File: config.mk
export PLATFORM = sky130hd
export DESIGN_NAME = uart_cmd_framer
export DESIGN_NICKNAME = d
export VERILOG_FILES = /design/src/rtl/uart_cmd_framer.sv
export SDC_FILE = /design/constraint.sdc
export NUM_CORES = 1
export LEC_CHECK = 0
export ABC_AREA = 1
export BUFFER_PORTS_ARGS = -buffer_cell sky130_fd_sc_hd__buf_2
export CAP_MARGIN = 20
export CORE_MARGIN = 4
export CORE_UTILIZATION = 53
export CTS_BUF_LIST = sky130_fd_sc_hd__clkbuf_8 sky130_fd_sc_hd__clkbuf_16
export CTS_CLUSTER_DIAMETER = 120
export CTS_CLUSTER_SIZE = 40
export DETAILED_ROUTE_END_ITERATION = 10
export PLACE_DENSITY = 0.86
export SLEW_MARGIN = 15
export SYNTH_ARGS = -nofsm -noshare
export SYNTH_HDL_FRONTEND = slang
export SYNTH_SLANG_ARGS = --single-unit
File: constraint.sdc
create_clock -name clk -period 1.55 [get_ports clk]
set_clock_uncertainty 0.15 [all_clocks]
set_input_delay 0.465 -clock clk [delete_from_list [all_inputs] [get_ports clk]]
set_output_delay 0.465 -clock clk [all_outputs]
set_load 0.05 [all_outputs]
File: src/rtl/uart_cmd_framer.sv
// uart_cmd_framer
//   Collects fixed-length commands from a byte-wide UART receiver and
//   serialises fixed-length responses to a byte-wide UART transmitter.
//   The receive and transmit paths share only the clock and reset.
//
// Parameters
//   CMD_BYTES   bytes per inbound command (1..8)
//   RESP_BYTES  bytes per outbound response (1..8)
//   TIMEOUT_CYC max idle cycles between bytes of one command, 0 = no timeout
//
// Ports
//   clk, rst      clock, synchronous active-high reset
//   rx_rdy        receiver has a byte on rx_data
//   rx_data       received byte
//   clr_rx_rdy    acknowledge to receiver (combinational copy of rx_rdy)
//   cmd           last completed command, first byte in the MSBs
//   cmd_rdy       sticky command-valid flag
//   clr_cmd_rdy   consumer clear of cmd_rdy
//   overrun       pulse: command completed while cmd_rdy was still set
//   frame_err     pulse: partial command dropped after inter-byte timeout
//   resp          response word, first byte in the MSBs
//   send_resp     request to transmit resp (ignored while tx_busy)
//   trmt          pulse: start transmitting tx_data
//   tx_data       byte presented to the transmitter
//   tx_done       transmitter finished the current byte
//   tx_busy       high while a response is being serialised
//   resp_sent     pulse: last response byte completed
module uart_cmd_framer #(
  parameter int CMD_BYTES   = 2,
  parameter int RESP_BYTES  = 1,
  parameter int TIMEOUT_CYC = 65536
) (
  input  logic                    clk,
  input  logic                    rst,
  input  logic                    rx_rdy,
  input  logic [7:0]              rx_data,
  output logic                    clr_rx_rdy,
  output logic [8*CMD_BYTES-1:0]  cmd,
  output logic                    cmd_rdy,
  input  logic                    clr_cmd_rdy,
  output logic                    overrun,
  output logic                    frame_err,
  input  logic [8*RESP_BYTES-1:0] resp,
  input  logic                    send_resp,
  output logic                    trmt,
  output logic [7:0]              tx_data,
  input  logic                    tx_done,
  output logic                    tx_busy,
  output logic                    resp_sent
);

  localparam int CMD_W  = 8 * CMD_BYTES;
  localparam int RESP_W = 8 * RESP_BYTES;
  localparam int CNT_W  = $clog2(CMD_BYTES + 1);
  localparam int IDX_W  = $clog2(RESP_BYTES + 1);
  // A disabled timeout still needs a legal (1-bit) counter.
  localparam int TO_W   = (TIMEOUT_CYC > 0) ? $clog2(TIMEOUT_CYC + 1) : 1;

  localparam logic [CNT_W-1:0] LAST_CMD_IDX  = CNT_W'(CMD_BYTES - 1);
  localparam logic [IDX_W-1:0] LAST_RESP_IDX = IDX_W'(RESP_BYTES - 1);
  localparam logic [TO_W-1:0]  TO_MAX        = TO_W'(TIMEOUT_CYC);

  typedef enum logic {
    R_IDLE,
    R_COLLECT
  } rx_state_t;

  typedef enum logic [1:0] {
    T_IDLE,
    T_START,
    T_WAIT
  } tx_state_t;

  // ---------------------------------------------------------------- RX path
  rx_state_t          r_rx_state;
  logic [CNT_W-1:0]   r_cnt;
  logic [TO_W-1:0]    r_to_cnt;
  logic [CMD_W-1:0]   r_shift;
  logic [CMD_W-1:0]   r_cmd;
  logic               r_cmd_rdy;
  logic               r_overrun;
  logic               r_frame_err;

  logic [CMD_W-1:0]   w_next_shift;
  logic               w_last_byte;
  logic               w_timeout;

  // Shifting left by a whole byte also covers CMD_BYTES=1, where the
  // shifted term is simply zero.
  assign w_next_shift = (r_shift << 8) | CMD_W'(rx_data);
  assign w_last_byte  = (r_cnt == LAST_CMD_IDX);
  assign w_timeout    = (TIMEOUT_CYC != 0) && (r_to_cnt == TO_MAX);

  assign clr_rx_rdy = rx_rdy;

  // Byte shift register carries data only; stale bytes are always pushed
  // out by a full command before they can reach cmd.
  always_ff @(posedge clk) begin
    if (rx_rdy) begin
      r_shift <= w_next_shift;
    end
  end

  always_ff @(posedge clk) begin
    if (rst) begin
      r_rx_state  <= R_IDLE;
      r_cnt       <= '0;
      r_to_cnt    <= '0;
      r_cmd       <= '0;
      r_cmd_rdy   <= 1'b0;
      r_overrun   <= 1'b0;
      r_frame_err <= 1'b0;
    end else begin
      r_overrun   <= 1'b0;
      r_frame_err <= 1'b0;
      // A completion below overrides this clear (set wins).
      if (clr_cmd_rdy) begin
        r_cmd_rdy <= 1'b0;
      end
      if (rx_rdy) begin
        r_to_cnt <= '0;
        if (w_last_byte) begin
          r_cmd      <= w_next_shift;
          r_cmd_rdy  <= 1'b1;
          r_overrun  <= r_cmd_rdy & ~clr_cmd_rdy;
          r_cnt      <= '0;
          r_rx_state <= R_IDLE;
        end else begin
          r_cnt      <= r_cnt + CNT_W'(1);
          r_rx_state <= R_COLLECT;
        end
      end else if (r_rx_state == R_COLLECT) begin
        if (w_timeout) begin
          r_cnt       <= '0;
          r_to_cnt    <= '0;
          r_rx_state  <= R_IDLE;
          r_frame_err <= 1'b1;
        end else if (r_to_cnt != TO_MAX) begin
          r_to_cnt <= r_to_cnt + TO_W'(1);
        end
      end
    end
  end

  assign cmd       = r_cmd;
  assign cmd_rdy   = r_cmd_rdy;
  assign overrun   = r_overrun;
  assign frame_err = r_frame_err;

  // ---------------------------------------------------------------- TX path
  tx_state_t          r_tx_state;
  logic [IDX_W-1:0]   r_idx;
  logic [RESP_W-1:0]  r_resp_sh;
  logic               r_trmt;
  logic [7:0]         r_tx_data;
  logic               r_tx_busy;
  logic               r_resp_sent;

  // r_resp_sh holds the not-yet-sent bytes of the latched response,
  // next byte in the MSBs, so tx_data is always loaded from the top.
  always_ff @(posedge clk) begin
    if (rst) begin
      r_tx_state  <= T_IDLE;
      r_idx       <= '0;
      r_trmt      <= 1'b0;
      r_tx_data   <= '0;
      r_tx_busy   <= 1'b0;
      r_resp_sent <= 1'b0;
    end else begin
      r_resp_sent <= 1'b0;
      case (r_tx_state)
        T_IDLE: begin
          if (send_resp) begin
            r_resp_sh  <= resp << 8;
            r_tx_data  <= resp[RESP_W-1 -: 8];
            r_idx      <= '0;
            r_trmt     <= 1'b1;
            r_tx_busy  <= 1'b1;
            r_tx_state <= T_START;
          end
        end
        T_START: begin
          r_trmt     <= 1'b0;
          r_tx_state <= T_WAIT;
        end
        T_WAIT: begin
          if (tx_done) begin
            if (r_idx == LAST_RESP_IDX) begin
              r_tx_busy   <= 1'b0;
              r_resp_sent <= 1'b1;
              r_tx_state  <= T_IDLE;
            end else begin
              r_idx      <= r_idx + IDX_W'(1);
              r_tx_data  <= r_resp_sh[RESP_W-1 -: 8];
              r_resp_sh  <= r_resp_sh << 8;
              r_trmt     <= 1'b1;
              r_tx_state <= T_START;
            end
          end
        end
        default: begin
          r_trmt     <= 1'b0;
          r_tx_state <= T_IDLE;
        end
      endcase
    end
  end

  assign trmt      = r_trmt;
  assign tx_data   = r_tx_data;
  assign tx_busy   = r_tx_busy;
  assign resp_sent = r_resp_sent;

endmodule

# [Yosys cells after proc, flatten, opt, wreduce, memory -nomap -nowiden]
# Index checks and enable logic that the tools add are counted.
# W data, S select, Z words.
[totals] reg_bits=69 word_cells=92 latchBits=0 ramBits=0 in_bits=22 memories=0 romBits=0
[op_classes] div_mod_pow=0 bitwise=9 n_reduce_logical=18 mux=38 n_shift=0 eq_ne=9 n_lt_le_gt_ge=0 n_mul=0 addsub=3
[op_table] op="$mux W8" n=6
[op_table] op="$mux W17" n=2
[op_table] op="$pmux W8 S2" n=2
[op_table] op="$mux W1" n=18
[op_table] op="$add A17 B1 Y17 const B" n=1
[op_table] op="$eq A17 B17 Y1 const B" n=1
[op_table] op="$ne A17 B17 Y1 const B" n=1
[op_table] op="$or A16 B8 Y16" n=1
[op_table] op="$mux W2" n=6
[op_table] op="$reduce_or A3 Y1" n=3
[op_table] op="$ne A2 B2 Y1 const B" n=4
[op_table] op="$reduce_and A2 Y1" n=4
[op_table] op="$reduce_and A4 Y1" n=2
[op_table] op="$reduce_bool A2 Y1" n=4
[op_table] op="$not A1 Y1" n=7
[op_table] op="$pmux W1 S2" n=3
[op_table] op="$pmux W2 S3" n=1
[op_table] op="$reduce_and A3 Y1" n=2
[op_table] op="$reduce_and A5 Y1" n=1
[op_table] op="$eq A2 B1 Y1 const B" n=2
[op_table] op="$add A2 B1 Y2 const B" n=1
[op_table] op="$eq A2 B2 Y1 const B" n=1
[op_table] op="$logic_not A2 Y1" n=1
[op_table] op="$reduce_or A2 Y1" n=1
[op_table] op="other kinds (2)" n=2

# [Longest topological paths before layout]
[logic_depth] depth_word=4 mapped_depth=9

# [Least setup slack after synthesis]
# No wires, ideal clock.
[synth_path] kind="reg-to-reg" from="reg r_to_cnt[0]" to="reg r_cnt[0]" t_required_ns=1.281 n_path_buf=0 slack_ns=0.156 arrival_time_ns=1.125 path_stages_with_launch=10 cell_sequence="dfxtp_1 -> inv_1 -> ha_1 -> inv_1 -> nor2_1 -> nand2_1 -> nor2_1 -> nand3_1 -> nand2_1 -> a21oi_1"
[synth_between] elab_chain_cells=3
[synth_lines] item="from (decl)" line="77" rtl="logic [TO_W-1:0] r_to_cnt;"
[synth_lines] item="from (signal assigned)" line="139" rtl="r_to_cnt <= r_to_cnt + TO_W'(1);"
[synth_lines] item="$eq A17 B17 Y1" line="92" rtl="assign w_timeout = (TIMEOUT_CYC != 0) && (r_to_cnt == TO_MAX);"
[synth_lines] item="$reduce_bool A2 Y1 (no source line)"
[synth_lines] item="$reduce_and A2 Y1 (no source line)"
[synth_lines] item="to (signal assigned)" line="129" rtl="r_cnt <= r_cnt + CNT_W'(1);"
[synth_lines] item="to (decl)" line="76" rtl="logic [CNT_W-1:0] r_cnt;"
# Every way passes these cells.
# A chain may end at the register's enable or synchronous reset.

# [Worst setup path after layout]
[layout_path] from="reg r_cmd[12] (netlist: cmd[12])" to="out cmd[12]"
[layout_rtl] item="from (decl)" line="79" rtl="logic [CMD_W-1:0] r_cmd;"
[layout_rtl] item="from (signal assigned)" line="123" rtl="r_cmd <= w_next_shift;"
[layout_rtl] item="to (decl)" line="38" rtl="output logic [8*CMD_BYTES-1:0] cmd,"
# No word-level cell between the ends.

==> results.py <==
metrics = {
    "synthesis": {
        "ys_warn_count": 0,
        "synth_edf_count": 8,
        "synth_top_family_by_area": "simple AND/OR/NAND/NOR gates",
        "yosys-mux-area-fraction_pct": 0,
        "yosys.area.top_type_share_pct": 44.2,
        "synth_area_sq_um": 2360,
        "synthArstFlopShare_pct": 0,
        "yosysTopAreaCell": "dfxtp_1",
        "syn_inst": 292,
        "synth_seq_cells": 60,
        "synth_fa_ha_area_share_pct": 1.06,
        "ys_seq_area_share_pct": 54.4,
        "yosys-top-cells-count": "nor2_1, dfxtp_1, inv_1, nand2_1, nand3_1",
        "synth-xor-area-share_pct": 2.60,
        "yosys.area_share.simple_pct": 25.4,
        "synth.distinct_cells": 30,
        "synth.most_common_cell": "nor2_1",
        "synth.net_count": 316,
        "synth-compound-area-share_pct": 8.76,
        "yosys_most_used_dff": "dfxtp_1",
        "synthTopCellsByArea": "dfxtp_1, edfxtp_1, nor2_1",
        "syn_avg_cell_area_sq_um": 8.07,
    },
    "placed_design": {
        "finalWeightedCongestion": 0.802,
        "portBuffers": 52,
        "place_ws_ns": 0.0145,
        "place_area_sq_um": 2730,
        "dp.cells": 398,
        "dp_hpwl_um": 3640,
    },
    "min_path": {
        "hold_class": "input pin to flip-flop",
    },
    "sta": {
        "finalSetupViolCount": 0,
        "rsz0062_at_grt": "true",
        "setup_ws_ns": 0.0351,
        "min_period_over_period_pct": 97.7,
        "slew_viol_final": 0,
        "fmax_mhz": 660,
        "tightest_slew_ns": 0.433,
        "relSlewSlack_pct": 71.1,
        "min_period_ns": 1.51,
        "hold_viol": 0,
        "finalSetupTns_ns": 0,
    },
    "cts": {
        "cts_buffer_depth": 2,
        "numCtsBuffers": 9,
        "clock-sinks": 60,
        "cts-htree-levels": 3,
        "clkLatencyLatePin_ns": 0.34,
        "cts-root-buf": "clkbuf_8",
        "hold_buffers": 0,
        "cts_tree": "built",
        "clk_pin_slew_worst_paths_ns": 0.07,
    },
    "setup_path": {
        "path_buf_inv": 1,
        "crit_arrival_ns": 0.90,
        "worstSetupEndpointType": "output pin",
        "worstPathCellList": "buf_4",
        "crit_family": "flip-flops",
        "max_stage_delay_ns": 0.35,
        "worst_path_max_delay_cell": "dfxtp_1",
        "cp_max_fo": 2,
        "criticalPathCategory": "flip-flop to output pin",
        "crit_path_start_kind": "flip-flop",
        "cp.required_ns": 0.93,
    },
    "final_layout": {
        "drive_gt1_share_pct": 26.0,
        "antenna_cells": 0,
        "design_area_sq_um": 3070,
        "final_cells": 415,
        "nets": 384,
        "area_growth_syn_to_layout_pct": 30.1,
        "finish.utilization_pct": 74.0,
    },
    "floorplanning": {
        "row_count": 23,
        "die_w_um": 74.7,
        "die_height_um": 74.7,
        "start_util_pct": 56.9,
        "io-pin-count": 53,
        "core_area_sq_um": 4140,
        "dieArea_sq_um": 5580,
    },
    "routing": {
        "antenna_left": 0,
        "wl_per_cell_um": 12.9,
        "wl_um": 5370,
        "dr_total_vias": 2130,
        "drc": 0,
        "drtIter0Drc": 116,
        "dr.pass1.iters": 4,
        "via_per_inst": 5.13,
    },
    "global_route": {
        "grt_pass1_wl_um": 8340,
        "grt_usage_pct": 20.4,
        "first_global_vias": 1971,
        "grt_max_degree": 26,
        "grt-ovfl-total": 0,
        "grt_antenna_before_repair": 0,
    },
    "pwr": {
        "ir_drop_v": 0.000799,
        "seq_power_share_pct": 46.5,
        "power.leakage_nw": 1.36,
        "p_sw_w": 0.000946,
        "p_comb_share_pct": 11.7,
        "power_density_nw_per_um2": 1180,
        "clockPowerShare_pct": 41.7,
        "switching_share_pct": 26.1,
        "p_int_w": 0.00267,
    },
    "run_status": {
        "status": "complete, no violations",
    },
    "run": {
        "max_cap_violations": 0,
    },
}
[repair_timing]
action	CTS	global route
gates resized for setup	29	14
pin swaps	0	3
endpoints found under the setup margin	31	13
setup buffers	0	1
hold endpoints to repair	0	0
[cells by family (layout without fill, tap and decap cells)]
family	Yosys count	after routing
AOI/OAI and AO/OA	39	39
xor gates and xnor gates	7	7
DFF	60	60
adders and majority gates	2	2
and+or+nand+nor	137	137
buffers and inverters	47	120
[registers in the layout, summed over array words and instances (netlist names)]
name / cells
tx_busy: 1
trmt: 1
r_rx_state: 1
cmd: 16
r_shift: 8
tx_data: 8
frame_err: 1
resp_sent: 1
r_tx_state: 2
overrun: 1
r_to_cnt: 17
cmd_rdy: 1
r_cnt: 2
[path summary, 6_finish.rpt]
path                            startpoint               endpoint  slack, ns  cells past startpoint
hold / removal                  rx_data[3]   r_shift[3]$_DFFE_PP_       0.16                      1
setup reg to reg  r_to_cnt[0]$_SDFFE_PP0P_  r_cnt[0]$_SDFFE_PP0P_       0.10                      9
hold reg to reg          trmt$_SDFFE_PP0P_      trmt$_SDFFE_PP0P_       0.33                      2
setup / recovery      cmd[12]$_SDFFE_PP0N_                cmd[12]       0.04                      1
[power groups by stage]
stage                     combinational [W]  clock [W]  sequential, W
final                              0.000424    0.00151        0.00169
after global routing               0.000456    0.00160        0.00169
after CTS                          0.000421    0.00153        0.00168
after detailed placement           0.000394          0        0.00172
after global placement             0.000384          0        0.00171
after floorplan                    0.000110          0        0.00187
[worst reg2reg max path, delay by kind of cell (launching register included)]
kind / cells / cell delay (ns)
flops: 1 / 0.34
simple gates: 5 / 0.50
fa+ha+maj: 1 / 0.16
buf+inv: 2 / 0.13
compound gates: 1 / 0.06
[layout make-up]
cell class | count | area (sq um)
inverter | 41 | 156
clock buffer | 9 | 124
fill | 287 | 1080
timing repair buffer | 63 | 420
sequential | 60 | 1290
tap | 50 | 62.6
multi-input combinational | 185 | 928
clock inverter | 7 | 88.8
[cells in the final DEF (no fill, tap or decap), types with 3 or more instances in the layout]
cell       n
nand3_1   30
a21oi_1    9
inv_1     39
nor2_1    55
nand4_1    4
xor2_1     5
nor2_2     3
nand2_1   31
o21ai_0   25
buf_4     36
dfxtp_1   50
clkbuf_8   9
edfxtp_1   8
nand2_2    4
buf_2     24
[metal layers]
| metal | wire length, um | share of wire, % | global-route usage (%) | vias up |
|---|---|---|---|---|
| met1 | 2250 | 42 | 23.8 | 974 |
| li1 | - | - | - | 1078 |
| met5 | 0 | 0 | 0 | - |
| met3 | 295 | 5.5 | 4.54 | 11 |
| met2 | 2700 | 50 | 33.6 | 67 |
| met4 | 125 | 2.3 | 13.4 | 0 |
[per-stage QoR]
step	hold WS (ns)	total power [W]
after detailed placement	0.312	0.00211
after global placement	0.297	0.00210
after CTS	0.143	0.00364
after global routing	0.145	0.00374
after floorplan	0.281	0.00198
final	0.159	0.00362
(Power assumes the default switching activity.)
